`src/rtl/vector_cmd_sequencer.sv`:
```
// vector_cmd_sequencer: runs one vector command against the two operand BRAMs.
// Reads A/B element pairs through a credit-limited read pipeline into a small
// output FIFO, waits for the datapath on reduce ops, then pulses done.
//
//  state     | meaning
//  ----------+--------------------------------------------------------------
//  S_IDLE    | waiting for a command; rejects illegal / not-ready commands
//  S_STREAM  | issuing BRAM reads, one per cycle while credits allow
//  S_DRAIN   | all reads issued; waiting for the last pair to be accepted
//  S_WAIT_DP | reduce op; waiting for the datapath result pulse
//  S_FINISH  | one-cycle done pulse, then back to idle
module vector_cmd_sequencer #(
  parameter int NBytes = 1024,
  parameter int ADDR_W = 10,
  parameter int RD_LAT = 2,
  parameter int FIFO_D = 4
) (
  input  logic              clk,
  input  logic              reset,
  input  logic [3:0]        cmd_i,
  input  logic [1:0]        vec_ready_i,
  output logic              bram_en_o,
  output logic [ADDR_W-1:0] bram_addr_o,
  input  logic [7:0]        bram_a_data_i,
  input  logic [7:0]        bram_b_data_i,
  output logic              out_valid_o,
  input  logic              out_ready_i,
  output logic [7:0]        out_a_o,
  output logic [7:0]        out_b_o,
  output logic              out_last_o,
  output logic [3:0]        op_sel_o,
  input  logic              dp_done_i,
  output logic              busy_o,
  output logic              done_o,
  output logic              err_o
);

  localparam int PTR_W = (FIFO_D > 1) ? $clog2(FIFO_D) : 1;
  localparam int CNT_W = $clog2(FIFO_D + RD_LAT + 1);
  localparam logic [ADDR_W-1:0] LAST_ADDR = ADDR_W'(NBytes - 1);
  localparam logic [CNT_W-1:0]  FIFO_D_C  = CNT_W'(FIFO_D);
  localparam logic [PTR_W-1:0]  PTR_MAX   = PTR_W'(FIFO_D - 1);

  typedef enum logic [2:0] {
    S_IDLE, S_STREAM, S_DRAIN, S_WAIT_DP, S_FINISH
  } state_t;

  state_t state_q, state_d;

  logic [3:0]        op_sel_q;
  logic              rej_q;
  logic [ADDR_W-1:0] addr_q;
  logic [RD_LAT-1:0] rd_pipe_q;
  logic [RD_LAT-1:0] last_pipe_q;
  logic [CNT_W-1:0]  inflight_q;
  logic [CNT_W-1:0]  fifo_cnt_q;
  logic [PTR_W-1:0]  wr_ptr_q, rd_ptr_q;
  logic [7:0]        mem_a_q [FIFO_D];
  logic [7:0]        mem_b_q [FIFO_D];
  logic              mem_l_q [FIFO_D];

  logic cmd_legal, cmd_rdy, accept, reject, is_reduce;
  logic credit_ok, fifo_wr, pop;
  logic [7:0] wr_a, wr_b;

  // Command decode: which codes start work and which vector bits they need.
  always_comb begin
    cmd_legal = 1'b0;
    cmd_rdy   = 1'b0;
    case (cmd_i)
      4'd2: begin cmd_legal = 1'b1; cmd_rdy = vec_ready_i[1]; end
      4'd3: begin cmd_legal = 1'b1; cmd_rdy = vec_ready_i[0]; end
      4'd4, 4'd5, 4'd6, 4'd7, 4'd8: begin
        cmd_legal = 1'b1;
        cmd_rdy   = &vec_ready_i;
      end
      default: begin cmd_legal = 1'b0; cmd_rdy = 1'b0; end
    endcase
  end

  assign accept    = (state_q == S_IDLE) && cmd_legal && cmd_rdy;
  // Codes 0 and 1 are silent; everything else that cannot run is rejected.
  assign reject    = (state_q == S_IDLE) && (cmd_i > 4'd1) && !(cmd_legal && cmd_rdy);
  assign is_reduce = (op_sel_q >= 4'd6) && (op_sel_q <= 4'd8);

  // A read is only issued when its data is guaranteed a FIFO slot on arrival.
  assign credit_ok = (fifo_cnt_q + inflight_q) < FIFO_D_C;
  assign fifo_wr   = rd_pipe_q[RD_LAT-1];
  assign pop       = out_valid_o && out_ready_i;

  // Single-vector commands zero the unused lane before it enters the FIFO.
  assign wr_a = (op_sel_q == 4'd3) ? 8'd0 : bram_a_data_i;
  assign wr_b = (op_sel_q == 4'd2) ? 8'd0 : bram_b_data_i;

  // State register.
  always_ff @(posedge clk) begin
    if (reset) state_q <= S_IDLE;
    else       state_q <= state_d;
  end

  // Next-state logic.
  always_comb begin
    state_d = state_q;
    case (state_q)
      S_IDLE:    if (accept) state_d = S_STREAM;
      S_STREAM:  if (bram_en_o && (addr_q == LAST_ADDR)) state_d = S_DRAIN;
      S_DRAIN:   if (pop && out_last_o) state_d = is_reduce ? S_WAIT_DP : S_FINISH;
      S_WAIT_DP: if (dp_done_i) state_d = S_FINISH;
      S_FINISH:  state_d = S_IDLE;
      default:   state_d = S_IDLE;
    endcase
  end

  // FSM outputs; a rejected command reuses the done path via rej_q.
  always_comb begin
    bram_en_o = (state_q == S_STREAM) && credit_ok;
    busy_o    = (state_q == S_STREAM) || (state_q == S_DRAIN) || (state_q == S_WAIT_DP);
    done_o    = (state_q == S_FINISH) || rej_q;
    err_o     = rej_q;
  end

  // Command latch, reject pulse and read address counter (never wraps).
  always_ff @(posedge clk) begin
    if (reset) begin
      op_sel_q <= 4'd0;
      rej_q    <= 1'b0;
      addr_q   <= '0;
    end else begin
      rej_q <= reject;
      if (accept) begin
        op_sel_q <= cmd_i;
        addr_q   <= '0;
      end else if (bram_en_o && (addr_q != LAST_ADDR)) begin
        addr_q <= addr_q + 1'b1;
      end
    end
  end

  // Read pipeline: tracks which cycles carry valid BRAM data and the last flag.
  always_ff @(posedge clk) begin
    if (reset) begin
      rd_pipe_q   <= '0;
      last_pipe_q <= '0;
      inflight_q  <= '0;
    end else begin
      rd_pipe_q[0]   <= bram_en_o;
      last_pipe_q[0] <= bram_en_o && (addr_q == LAST_ADDR);
      for (int i = 1; i < RD_LAT; i++) begin
        rd_pipe_q[i]   <= rd_pipe_q[i-1];
        last_pipe_q[i] <= last_pipe_q[i-1];
      end
      case ({bram_en_o, fifo_wr})
        2'b10:   inflight_q <= inflight_q + 1'b1;
        2'b01:   inflight_q <= inflight_q - 1'b1;
        default: inflight_q <= inflight_q;
      endcase
    end
  end

  // Output FIFO; storage is cleared on reset so out_a/out_b start at zero.
  always_ff @(posedge clk) begin
    if (reset) begin
      wr_ptr_q   <= '0;
      rd_ptr_q   <= '0;
      fifo_cnt_q <= '0;
      for (int i = 0; i < FIFO_D; i++) begin
        mem_a_q[i] <= 8'd0;
        mem_b_q[i] <= 8'd0;
        mem_l_q[i] <= 1'b0;
      end
    end else begin
      if (fifo_wr) begin
        mem_a_q[wr_ptr_q] <= wr_a;
        mem_b_q[wr_ptr_q] <= wr_b;
        mem_l_q[wr_ptr_q] <= last_pipe_q[RD_LAT-1];
        wr_ptr_q <= (wr_ptr_q == PTR_MAX) ? '0 : wr_ptr_q + 1'b1;
      end
      if (pop) begin
        rd_ptr_q <= (rd_ptr_q == PTR_MAX) ? '0 : rd_ptr_q + 1'b1;
      end
      case ({fifo_wr, pop})
        2'b10:   fifo_cnt_q <= fifo_cnt_q + 1'b1;
        2'b01:   fifo_cnt_q <= fifo_cnt_q - 1'b1;
        default: fifo_cnt_q <= fifo_cnt_q;
      endcase
    end
  end

  assign out_valid_o = (fifo_cnt_q != '0);
  assign out_a_o     = mem_a_q[rd_ptr_q];
  assign out_b_o     = mem_b_q[rd_ptr_q];
  assign out_last_o  = out_valid_o && mem_l_q[rd_ptr_q];
  assign bram_addr_o = addr_q;
  assign op_sel_o    = op_sel_q;

endmodule

```
`config.mk`:
```
export PLATFORM = sky130hd
export DESIGN_NAME = vector_cmd_sequencer
export DESIGN_NICKNAME = d
export VERILOG_FILES = /design/src/rtl/vector_cmd_sequencer.sv
export SDC_FILE = /design/constraint.sdc
export NUM_CORES = 1
export LEC_CHECK = 0
export CAP_MARGIN = 40
export CELL_PAD_IN_SITES_DETAIL_PLACEMENT = 0
export CELL_PAD_IN_SITES_GLOBAL_PLACEMENT = 1
export CORE_MARGIN = 2
export CORE_UTILIZATION = 25
export DETAILED_ROUTE_END_ITERATION = 10
export PLACE_DENSITY_LB_ADDON = 0.08
export SLEW_MARGIN = 0
export SYNTH_ARGS = -nofsm -noshare
export SYNTH_HDL_FRONTEND = slang
export SYNTH_SLANG_ARGS = --single-unit
```
`constraint.sdc`:
```
create_clock -name clk -period 3.6 [get_ports clk]
set_input_delay 0.72 -clock clk [delete_from_list [all_inputs] [get_ports clk]]
set_output_delay 0.72 -clock clk [all_outputs]
set_load 0.01 [all_outputs]
```
==> metrics.csv <==
metric,value,unit
antenna violations before repair,0,
fin. max-slew vios,0,
Port Buffers,61,
endpoint type of the worst setup path,output pin,
critical register-to-register path startpoint,fifo_cnt_q[1],
Final Setup Violations,0,
worst reg2reg endpoint,inflight_q[2],
nets@finish,493,
CTS Buf Count,9,
FF-to-FF path depth,10,
worst-path fanout max,6,
Worst path max stage delay,0.55,ns
crit-path leading delay family,buffers and inverters,
Yosys warnings,0,
DRT antenna net count,0,
Antenna diodes,0,
vias in the first global route,3290,
Area contributors post-synth,"edfxtp_1 43%, dfxtp_1 14%, mux4_2 8.1%",
post-route minimum period,3.09,ns
Root Buffer,clkbuf_16,
die height,141,um
1st-pass router iterations,4,
status,finished clean,
core area,18600,um2
startpoint of the worst hold path,rd_pipe_q[0],
Worst Hold Slack,0.432,ns
Fmax achieved,324,MHz
Die ar.,20000,um2
H-tree depth,3,
vias,3110,
crit share post-route,0.859,
clock-pin transition on the worst setup and hold timing paths,0.07,ns
Sinks on Clock Net,102,
hold path cells,1,
FF-to-FF setup slack,1.00,ns
RSZ-0062 raised after global routing,false,
Mean Syn Cell Area,12.0,um2
largest vdd supply drop,0.216,mV
Least-Margin Pin Slew,0.714,ns
Worst-Skew Late Latency,0.35,ns
Non-Filler Instances,698,
Final WS setup,0.509,ns
setup_tns,0,ns
dpl ws,0.690,ns
overall routed net length,11.7,mm
largest net degree at the start of global routing,27,
first-pass GRT wire length,18.7,mm
register area,2720,um2
Top Ports,62,
Core Rows,50,
Syn-to-layout area delta,24.1,%
"Distinct cells, synth",55,
worst min-delay path class,flop to flop,
layout cells sized above 1,0.134,
Fin Clk Skew,0.0103,ns
post-detail-place hpwl,7.79,mm
top_reg_cell synth,edfxtp_1,
Pwr per Cell Area,427,nW/um2
slowest CP cell,clkdlybuf4s50_1,
max-cap violation count,0,
setup bufs post-CTS,0,
post_cts resized,0,
Final GP Congestion,0.705,
area of the multi-input gates,1820,um2
P_leak,2.04,nW
1st-iter DRT viols,132,
"Seq/Total Area, Yosys",0.577,
drt drc,0,
syn_nets,428,
gr usage total,0.124,
worst-case headroom to the max-slew limit,0.523,
total gr overflow,0,
Final Cell Area,5850,um2
Worst setup SP type,flop,
"area leader, netlist",edfxtp_1,
"commonest non-fill, non-tap cell in the layout",nor2_1,
Hold Buf Count CTS,0,
"Data required, critical path",2.88,ns
post-synth top area share,0.433,
Post-Synthesis Cells,394,
Vias/cell,4.46,
number of hold violations in the final report,0,
Buf/Inv on CP,2,
die width,141,um
CTS tree,yes,
# fillers,1936,
Avg WL per Cell,16.8,um
CP Class,flop to output pin,
crit path DAT,2.37,ns
ys async rst share,0,
Placed Area,5570,um2
Initial Util,0.253,
"EDFF count, synth",68,
Hold EP,rd_pipe_q[1],
Post-Syn Area,4720,um2
most frequent cells in the layout,"82 x nor2_1, 68 x edfxtp_1, 61 x clkdlybuf4s50_1, 34 x dfxtp_1, 27 x nand2_1",
clock buffer depth,2,
CP cell instances,"ha_1, a31oi_2, xnor2_2, nand2_2, inv_1, clkdlybuf4s50_1",
count of state elements after synthesis,102,
placed cells,682,
## state kept, by name, summed over array words and instances, names as in the netlist, named ones only
signal / cells
mem_a_q: 32
mem_b_q: 32
bram_addr_o: 10
mem_l_q: 4
op_sel_o: 4
fifo_cnt_q: 3
inflight_q: 3
state_q: 3
last_pipe_q: 2
rd_pipe_q: 2
rd_ptr_q: 2
wr_ptr_q: 2
err_o: 1
## per-layer routing
metal	vias up	GRT usage	routed length [um]
li1	1540	-	-
met1	1508	0.150	5150
met2	56	0.221	6050
met3	6	0.0344	415
met4	0	0.0284	105
met5	-	0	0
## report_power, final
group	total, mW	internal, mW	leakage [nW]	switching, mW
combinational	0.247	0.121	0.918	0.126
sequential	1.31	1.28	0.977	0.0223
clock	0.945	0.480	0.140	0.465
## metrics by stage
step | util | total power, mW
6_report | 0.314 | 2.50
5_1_grt | 0.314 | 2.62
4_1_cts | 0.314 | 2.55
3_5_place_dp | 0.299 | 1.59
3_3_place_gp | 0.299 | 1.59
2_1_floorplan | - | 1.46
## cells by family after synthesis
group,Yosys count,synth area share
XOR/XNOR,11,0.0220
flip-flops,102,0.577
buffers and inverters,30,0.0366
AND/OR/NAND/NOR,181,0.189
multiplexers,22,0.0918
adder cells (fa/ha/maj),8,0.0244
AO/OA/AOI/OAI,40,0.0589
## synth_stat cells (3+ instances only)
library cell and number:
or3_1 7, mux2i_1 5, inv_1 12, nor3_2 3, and2_1 17, buf_2 5, nor2_1 82, o21ai_0 9
nand3_1 6, nor3_1 8, nand4_1 4, ha_1 6, clkbuf_1 6, xor2_1 9, and3_1 4, mux4_2 17
nor2b_1 5, dfxtp_1 34, a21oi_1 15, nand2b_1 3, nand2_1 27, edfxtp_1 68
## area by class of cell
cell class | count | area share
tap | 234 | 0.0500
clock inverter | 7 | 0.00941
sequential | 102 | 0.465
inverter | 13 | 0.00834
timing repair buffer | 71 | 0.117
clock buffer | 9 | 0.0385
multi-input combinational | 262 | 0.311
## worst max path at each step
stage,from,to,depth (start not counted)
after floorplan,reset,mem_a_q[1][0],5
after global placement,cmd_i[3],bram_addr_o[6],6
after detailed placement,cmd_i[2],bram_addr_o[6],6
after CTS,fifo_cnt_q[1],bram_en_o,6
after global routing,fifo_cnt_q[1],bram_en_o,6
final,fifo_cnt_q[1],bram_en_o,6
Power figures use the tool's default switching activity.
